File: src/rtl/arm_pkg.sv
// Shared fetch-stage definitions: fetch FSM encoding, IF/ID bubble word and PC step.
package arm_pkg;

  localparam logic [1:0] ST_REQ     = 2'd0;
  localparam logic [1:0] ST_DISCARD = 2'd1;
  localparam logic [1:0] ST_HOLD    = 2'd2;

  // cond field = NV, so the decode stage zeroes all controls for this word
  localparam logic [31:0] IF_BUBBLE = 32'hF000_0000;

  localparam int unsigned PC_INC = 4;

endpackage

File: src/rtl/if_id_reg.sv
// IF/ID pipeline register: flush (to bubble) wins over load; otherwise holds its contents.
module if_id_reg
  import arm_pkg::*;
#(
  parameter int unsigned ADDR_W = 32
) (
  input  logic              clk,
  input  logic              rst,
  input  logic              load,
  input  logic              flush,
  input  logic [31:0]       instr_in,
  input  logic [ADDR_W-1:0] pc_in,
  output logic [31:0]       instr,
  output logic [ADDR_W-1:0] pc,
  output logic              valid
);

  always_ff @(posedge clk or posedge rst) begin
    if (rst) begin
      instr <= IF_BUBBLE;
      pc    <= '0;
      valid <= 1'b0;
    end else if (flush) begin
      instr <= IF_BUBBLE;
      pc    <= '0;
      valid <= 1'b0;
    end else if (load) begin
      instr <= instr_in;
      pc    <= pc_in;
      valid <= 1'b1;
    end
  end

endmodule

File: src/rtl/if_fetch_stage.sv
// Instruction fetch stage: PC, imem req/ready FSM (REQ/DISCARD/HOLD) and built-in IF/ID register.
// Optional IF_PERF_CNT_EN adds fetch_cnt / stall_cnt performance counters.
module if_fetch_stage
  import arm_pkg::*;
#(
  parameter int unsigned       ADDR_W   = 32,
  parameter logic [ADDR_W-1:0] RESET_PC = '0
) (
  input  logic              clk,
  input  logic              rst,
  input  logic              freeze,
  input  logic              Branch_taken,
  input  logic [ADDR_W-1:0] BranchAddr,
  output logic              imem_req,
  output logic [ADDR_W-1:0] imem_addr,
  input  logic              imem_ready,
  input  logic [31:0]       imem_rdata,
  output logic [31:0]       Instruction,
  output logic [ADDR_W-1:0] PC,
  output logic              if_valid
`ifdef IF_PERF_CNT_EN
  ,
  output logic [31:0]       fetch_cnt,
  output logic [31:0]       stall_cnt
`endif
);

  logic [1:0]        state_q, state_d;
  logic [ADDR_W-1:0] pc_q, pc_d;
  logic [ADDR_W-1:0] req_addr_q, req_addr_d;
  logic [31:0]       hold_instr_q, hold_instr_d;
  logic [ADDR_W-1:0] hold_pc_q, hold_pc_d;

  logic [ADDR_W-1:0] branch_tgt;
  logic [ADDR_W-1:0] req_next;
  logic              enter_req;
  logic              ifid_load;
  logic              ifid_flush;
  logic [31:0]       ifid_instr_in;
  logic [ADDR_W-1:0] ifid_pc_in;
  logic              unused_branch_lsbs;

  assign branch_tgt         = {BranchAddr[ADDR_W-1:2], 2'b00};
  assign unused_branch_lsbs = ^BranchAddr[1:0];
  assign req_next           = req_addr_q + ADDR_W'(PC_INC);

  always_comb begin
    state_d       = state_q;
    pc_d          = pc_q;
    req_addr_d    = req_addr_q;
    hold_instr_d  = hold_instr_q;
    hold_pc_d     = hold_pc_q;
    enter_req     = 1'b0;
    ifid_load     = 1'b0;
    ifid_flush    = 1'b0;
    ifid_instr_in = imem_rdata;
    ifid_pc_in    = req_next;

    case (state_q)
      ST_REQ: begin
        if (Branch_taken) begin
          pc_d       = branch_tgt;
          ifid_flush = 1'b1;
          if (imem_ready) begin
            enter_req = 1'b1;
          end else begin
            state_d = ST_DISCARD;
          end
        end else if (imem_ready) begin
          pc_d = req_next;
          if (freeze) begin
            hold_instr_d = imem_rdata;
            hold_pc_d    = req_next;
            state_d      = ST_HOLD;
          end else begin
            ifid_load = 1'b1;
            enter_req = 1'b1;
          end
        end else if (!freeze) begin
          ifid_flush = 1'b1;
        end
      end

      // Wrong-path request still in flight: let it complete, then drop its data
      ST_DISCARD: begin
        if (Branch_taken) begin
          pc_d       = branch_tgt;
          ifid_flush = 1'b1;
        end else if (!freeze) begin
          ifid_flush = 1'b1;
        end
        if (imem_ready) begin
          enter_req = 1'b1;
        end
      end

      ST_HOLD: begin
        if (Branch_taken) begin
          pc_d       = branch_tgt;
          ifid_flush = 1'b1;
          enter_req  = 1'b1;
        end else if (!freeze) begin
          ifid_load     = 1'b1;
          ifid_instr_in = hold_instr_q;
          ifid_pc_in    = hold_pc_q;
          enter_req     = 1'b1;
        end
      end

      default: begin
        enter_req = 1'b1;
      end
    endcase

    // The address is latched only when a new request starts, so it stays stable while pending
    if (enter_req) begin
      state_d    = ST_REQ;
      req_addr_d = pc_d;
    end
  end

  always_ff @(posedge clk or posedge rst) begin
    if (rst) begin
      state_q      <= ST_REQ;
      pc_q         <= RESET_PC;
      req_addr_q   <= RESET_PC;
      hold_instr_q <= IF_BUBBLE;
      hold_pc_q    <= '0;
    end else begin
      state_q      <= state_d;
      pc_q         <= pc_d;
      req_addr_q   <= req_addr_d;
      hold_instr_q <= hold_instr_d;
      hold_pc_q    <= hold_pc_d;
    end
  end

  assign imem_req  = ~rst & (state_q != ST_HOLD);
  assign imem_addr = req_addr_q;

  if_id_reg #(
    .ADDR_W(ADDR_W)
  ) u_if_id_reg (
    .clk     (clk),
    .rst     (rst),
    .load    (ifid_load),
    .flush   (ifid_flush),
    .instr_in(ifid_instr_in),
    .pc_in   (ifid_pc_in),
    .instr   (Instruction),
    .pc      (PC),
    .valid   (if_valid)
  );

`ifdef IF_PERF_CNT_EN
  always_ff @(posedge clk or posedge rst) begin
    if (rst) begin
      fetch_cnt <= '0;
      stall_cnt <= '0;
    end else begin
      if (ifid_load) begin
        fetch_cnt <= fetch_cnt + 32'd1;
      end
      if (freeze && if_valid) begin
        stall_cnt <= stall_cnt + 32'd1;
      end
    end
  end
`endif

endmodule

File: config.mk
export PLATFORM = sky130hd
export DESIGN_NAME = if_fetch_stage
export DESIGN_NICKNAME = d
export VERILOG_FILES = /design/src/rtl/arm_pkg.sv /design/src/rtl/if_id_reg.sv /design/src/rtl/if_fetch_stage.sv
export SDC_FILE = /design/constraint.sdc
export NUM_CORES = 1
export LEC_CHECK = 0
export BUFFER_PORTS_ARGS = -buffer_cell sky130_fd_sc_hd__clkbuf_2
export CAP_MARGIN = 20
export CORE_MARGIN = 1.5
export CORE_UTILIZATION = 51
export CTS_BUF_LIST = sky130_fd_sc_hd__clkbuf_8 sky130_fd_sc_hd__clkbuf_16
export DETAILED_ROUTE_END_ITERATION = 12
export GPL_ROUTABILITY_DRIVEN = 0
export PLACE_DENSITY = 0.8
export SLEW_MARGIN = 20
export SYNTH_ARGS = -nofsm -noshare
export SYNTH_HDL_FRONTEND = slang
export SYNTH_SLANG_ARGS = --single-unit
File: constraint.sdc
create_clock -name clk -period 6.5 [get_ports clk]
set_input_delay 1.3 -clock clk [delete_from_list [all_inputs] [get_ports clk]]
set_output_delay 1.3 -clock clk [all_outputs]
set_load 0.02 [all_outputs]
==> metrics, run 1 <==
HPWL after DPL 15700 um; Worst path max stage delay 0.80 ns; Req. time, crit path between 6 and 7 ns; #FFs+latches synth about 200; final max-slew violation count 0; Post-synth top cells dfrtp_1, nand2_1, nor2_1; Fin Setup TNS 0 ns; max-cap violation count 0; crit path max fanout between 50 and 60; minimum clock period roughly 3.3 ns; Max Buffers Root-to-Sink 2; Core Region ~18000 um2; post-cts sizing count 0; critical-path cell list clkbuf_2 > and3b_1 > nand2_4 > buf_4 > mux2_2; vias in the first global route 7208; crit path kind in -> reg; CTS tree yes; Worst Setup Start Kind input port; Post-synth EDFFs 0; status completed; Hold-fix buffers, CTS 0; Most used DFF post-synth dfrtp_1; Port Buf Inserts approximately 160; CP Buf/Inv Count 2; register area share after synthesis a little over half; ys async rst share 100%; RSZ-0062 raised after global routing false; fin crit share about half; area grow syn2layout 17.0%; top-area cell type share of the netlist area 50.6%; GRT Total Usage about 26%; clock-pin transition on the worst setup and hold timing paths 0.07 ns; worst setup slack after layout 3.19 ns; Remaining Overflow, GRT 0; initial antenna violation count 0; Yosys top cell by area dfrtp_1; Detailed Route WL ~24000 um; initial core utilization between 50% and 60%; share of layout cells above drive strength 1 between 20% and 30%; crit path DAT 3.63 ns; Pwr per Cell Area between 400 and 500 nW/um2; slowest cell on the critical path and3b_1; final core occ slightly above 60%; Min Hold Slack approximately 0.48 ns; post-place setup slack 2.42 ns; largest net degree at the start of global routing approximately 200; chip width about 140 um; Post-DP Area between 10000 and 15000 um2; LEAKAGE slightly below 0.005 uW; clock skew roughly 0.013 ns; class of the worst hold path reg -> reg; n_diodes 0; CTS sink count roughly 200; drt first pass iters 7; Slew @ Worst Pin around 1.0 ns; row count slightly below 50; Final Hold Fails 0; via/cell ratio a little under 6; Finish-stage setup viols 0; critical path capture point type flip-flop; Vias between 7000 and 8000; syn_area_per_cell 9.90 um2; worst skew pair latency 0.44 ns; Synth Warn # 0; nets@finish 1129; post-route ant nets 0; DR iter-0 viols around 690; final instance area between 10000 and 15000 um2; total die area ~19000 um2; WL/cell 18.6 um; most numerous cell in the Yosys netlist dfrtp_1; postcts setup bufs 0; Remaining DRCs 0; Synth Instances about 930; Die Span Y approximately 140 um; Synth Net Count roughly 1000; Max Fclk just over 300 MHz; IO Count roughly 170; Max IR drop VDD about 270 uV; root buf cell clkbuf_16; first-pass GRT wire length between 30000 and 40000 um; Yosys cell types 63; CP top delay family simple AND/OR/NAND/NOR gates; htree depth 4; Netlist Area Pre-Place slightly above 9000 um2; leading post-synthesis cells by cell area dfrtp_1, nand2_1, mux2_2, o21ai_0, nor2_1; total CTS buffers 17; Rel. slew slack between 30% and 40%
==> final timing paths <==
path / from / to / slack (ns) / cells past startpoint
worst max-delay path: Branch_taken / hold_pc_q[10] / 3.19 / 5
worst min-delay path: hold_pc_q[2] / hold_pc_q[2] / 0.48 / 2
worst max register to register: state_q[0] / hold_pc_q[10] / 3.42 / 6
worst min register to register: hold_pc_q[2] / hold_pc_q[2] / 0.48 / 2
max in group asynchronous: rst / hold_instr_q[31] / 4.60 / 4
min in group asynchronous: rst / imem_addr[4] / 1.00 / 3
==> routing by layer <==
metal  GRT usage, %  part of all wire, %  up-vias
li1               -                    -     3608
met1           35.9                   42     3735
met2           39.2                   46      334
met3           6.07                  8.9       47
met4           9.59                  2.6        0
met5              0                    0        -
==> layout make-up <==
type | instances | area [um2]
Clock buffer | 17 | 425
Clock inverter | 15 | 164
Fill cell | 1478 | 7030
Inverter | 19 | 75.1
Multi-Input combinational cell | 648 | 4050
Sequential cell | 195 | 4890
Tap cell | 229 | 287
Timing Repair Buffer | 173 | 921
==> sequential cells by signal, summed over array words and instances (netlist names) <==
name / cells
u_if_id_reg.valid: 1
pc_q: 32
hold_instr_q: 32
u_if_id_reg.instr: 32
hold_pc_q: 32
u_if_id_reg.pc: 32
imem_addr: 32
state_q: 2
==> worst reg2reg max path, cell delays in order (launching register included) <==
cell	delay, ns
dfrtp_1	0.42
inv_1	0.14
ha_1	0.33
and3b_1	0.75
nand2_4	0.54
buf_4	0.46
mux2_2	0.32
==> kinds of logic (layout without fill, tap and decap cells) <==
group | after synthesis | after routing | share of synthesized area (%)
simple gates | 309 | 309 | 15.0
flops | 195 | 195 | 52.9
mux | 54 | 54 | 6.51
xor+xnor | 26 | 26 | 2.46
fa+ha+maj | 6 | 6 | 0.812
buf+inv | 90 | 224 | 3.71
compound gates | 253 | 253 | 18.6
==> per-stage QoR <==
step / std cells / total power (uW)
after floorplan: 933 / 3240
after global placement: 1263 / 3770
after detailed placement: 1263 / 3840
after CTS: 1295 / 4900
after global routing: 1296 / 5200
final: 1296 / 4910
==> where the power goes <==
group          internal [uW]  total (uW)  switching [uW]
Sequential              1700        2080             378
Clock                    525        1060             538
Combinational            657        1770            1110
==> cell usage in the layout (no fill, tap or decap), types with 4 or more instances in the layout <==
master     instances
o31a_1             4
nand4_1           16
mux2_2            49
a21oi_1           25
o21ai_0           72
nand3_1           14
clkbuf_16         17
nand2b_1          11
ha_1               6
mux2i_1            5
a311oi_1          31
nor2_1            76
nor3_1            15
buf_4              7
a22oi_1           36
o21a_1             4
a2bb2oi_1          4
o311ai_0           4
xnor2_1           16
dfrtp_1          187
o22ai_1           19
nand2_1          145
inv_1             18
a31oi_1            8
dfstp_2            8
o211ai_1           5
a21o_1             4
xor2_1            10
inv_8              8
a22o_1             9
a21boi_0           4
clkbuf_2         164
Note: power is estimated with default switching activity, not from simulation.
==> inputs of run 2 (changes only) <==
==> constraint.sdc (replaced) <==
create_clock -name clk -period 3 [get_ports clk]
set_input_delay 0.6 -clock clk [delete_from_list [all_inputs] [get_ports clk]]
set_output_delay 0.6 -clock clk [all_outputs]
set_load 0.02 [all_outputs]
==> run 2 against run 1 <==
Compared with the run above:
- via count up 1.5%
- critical path depth unchanged
- first-iteration DRC count fell by 16%
- largest cell class unchanged
- wire length shrank 0.27%
- combinational power up 120%
- non-clock buffer count grew 26
- clock skew increased by 0.0066 ns
- final area increased by 2.1%
==> metrics, run 2 (synthesis results as in run 1) <==
status completed (unchanged); first-pass GRT wire length 37900 um (was 37700 um); n_diodes 0 (unchanged); WL/cell 18.1 um (was 18.6 um); CTS sink count 195 (unchanged); Post-Layout Cell Count 1322 (was 1296); post-route ant nets 0 (unchanged); most frequent cells in the layout dfrtp_1, clkbuf_2, nand2_1 (unchanged); Pwr per Cell Area 968 nW/um2 (was 454 nW/um2); via/cell ratio 5.93 (was 5.96); Worst Setup Start Kind flip-flop (was input port); CTS tree yes (unchanged); initial core utilization 51.8% (unchanged); Rel. slew slack 36.7% (was 30.1%); total CTS buffers 17 (unchanged); commonest non-fill, non-tap cell in the layout dfrtp_1 (unchanged); Remaining Overflow, GRT 0 (unchanged); fin crit share between 80 and 90%; HPWL after DPL 16600 um (was 15700 um); crit path max fanout 9 (was 57); Max IR drop VDD 532 uV (was 267 uV); max-cap violation count 0 (unchanged); initial antenna violation count 0 (unchanged); Hold-fix buffers, CTS 0 (unchanged); final core occ 61.9% (was 60.6%); Detailed Route WL 24000 um (was 24100 um); clock skew 0.0191 ns (was 0.0125 ns); GRT Total Usage 26.1% (was 25.8%); vias in the first global route 7251 (was 7208); row count 49 (unchanged); Max Buffers Root-to-Sink 2 (unchanged); postcts setup bufs 0 (unchanged); critical path capture point type flip-flop (unchanged); post-cts sizing count 0 (unchanged); Finish-stage setup viols 0 (unchanged); Port Buf Inserts 164 (unchanged); RSZ-0062 raised after global routing false (unchanged); clock-pin transition on the worst setup and hold timing paths 0.08 ns (was 0.07 ns); Seq. cell area 4890 um2 (unchanged); Fin Setup TNS 0 ns (unchanged); chip width 138 um (unchanged); Placed Cells 1290 (was 1263); Final Hold Fails 0 (unchanged); DR iter-0 viols 578 (was 686); Die Span Y 138 um (unchanged); htree depth 4 (unchanged); LEAKAGE 0.00506 uW (was 0.00492 uW); minimum clock period around 2.5 ns; Post-DP Area 10500 um2 (was 10200 um2); fillers 1470 (was 1478); crit path kind reg -> reg (was in -> reg); crit path DAT 2.84 ns (was 3.63 ns); Max Fclk a little under 400 MHz; total die area 18900 um2 (unchanged); Req. time, crit path 3.30 ns (was 6.82 ns); root buf cell clkbuf_16 (unchanged); final max-slew violation count 0 (unchanged); class of the worst hold path in -> async (was reg -> reg); Vias 7840 (was 7724); largest net degree at the start of global routing 89 (was 196); multi-input logic area 4030 um2 (was 4050 um2); area grow syn2layout 19.5% (was 17.0%); Core Region 17800 um2 (unchanged); IO Count 167 (unchanged); share of layout cells above drive strength 1 27.7% (was 26.2%); final instance area 11000 um2 (was 10800 um2); worst skew pair latency 0.45 ns (was 0.44 ns); Remaining DRCs 0 (unchanged); nets@finish 1155 (was 1129); Slew @ Worst Pin 0.940 ns (was 1.05 ns); drt first pass iters 5 (was 7)
run 2: worst max-delay path, cell delays in order (launching register included):
cell and delay [ns]:
dfrtp_1 0.56, nand4_4 0.24, or4_1 0.70, or3_4 0.47, xor2_1 0.27, o21ai_0 0.14
run 2: final cells by class:
| class | count | area share (%) |
|---|---|---|
| multi-input cells | 648 | 36.5 |
| repair buffers | 199 | 10.6 |
| flip-flops and latches | 195 | 44.3 |
| clock buffers | 17 | 3.85 |
| inverters | 19 | 0.680 |
| clock inverters | 15 | 1.45 |
| well taps | 229 | 2.60 |
run 2: stage by stage:
stage          hold WS, ns  worst slack (ns)  total power [uW]
6_report             0.188             0.464             10700
3_3_place_gp         0.461             0.543              8300
4_1_cts              0.190             0.486             10700
5_1_grt              0.230             0.332             11400
2_1_floorplan        0.449            -0.112              7030
3_5_place_dp         0.468             0.521              8460
run 2: final timing paths:
kind / slack [ns] / depth (start not counted) / end / startpoint
worst min register to register: 0.48 / 2 / imem_addr[3] / pc_q[3]
worst max register to register: 0.46 / 5 / pc_q[23] / imem_addr[10]
worst max-delay path: 0.46 / 5 / pc_q[23] / imem_addr[10]
max in group asynchronous: 1.97 / 3 / hold_instr_q[30] / rst
min in group clk: 0.40 / 3 / u_if_id_reg.instr[11] / imem_rdata[11]
worst min-delay path: 0.19 / 2 / pc_q[2] / rst
run 2: per-layer routing:
metal	share of wire (%)	wire length, um	global-route usage (%)
met2	47	11400	40.8
met3	7.5	1800	6.70
met5	0	0	0
met1	44	10500	36.1
met4	1.4	345	6.96
run 2: where the power goes:
part	leakage (uW)	total [uW]	switching [uW]	internal (uW)
clock	0.000289	2240	1120	1120
combinational	0.00227	3960	2420	1540
sequential	0.00250	4490	808	3680
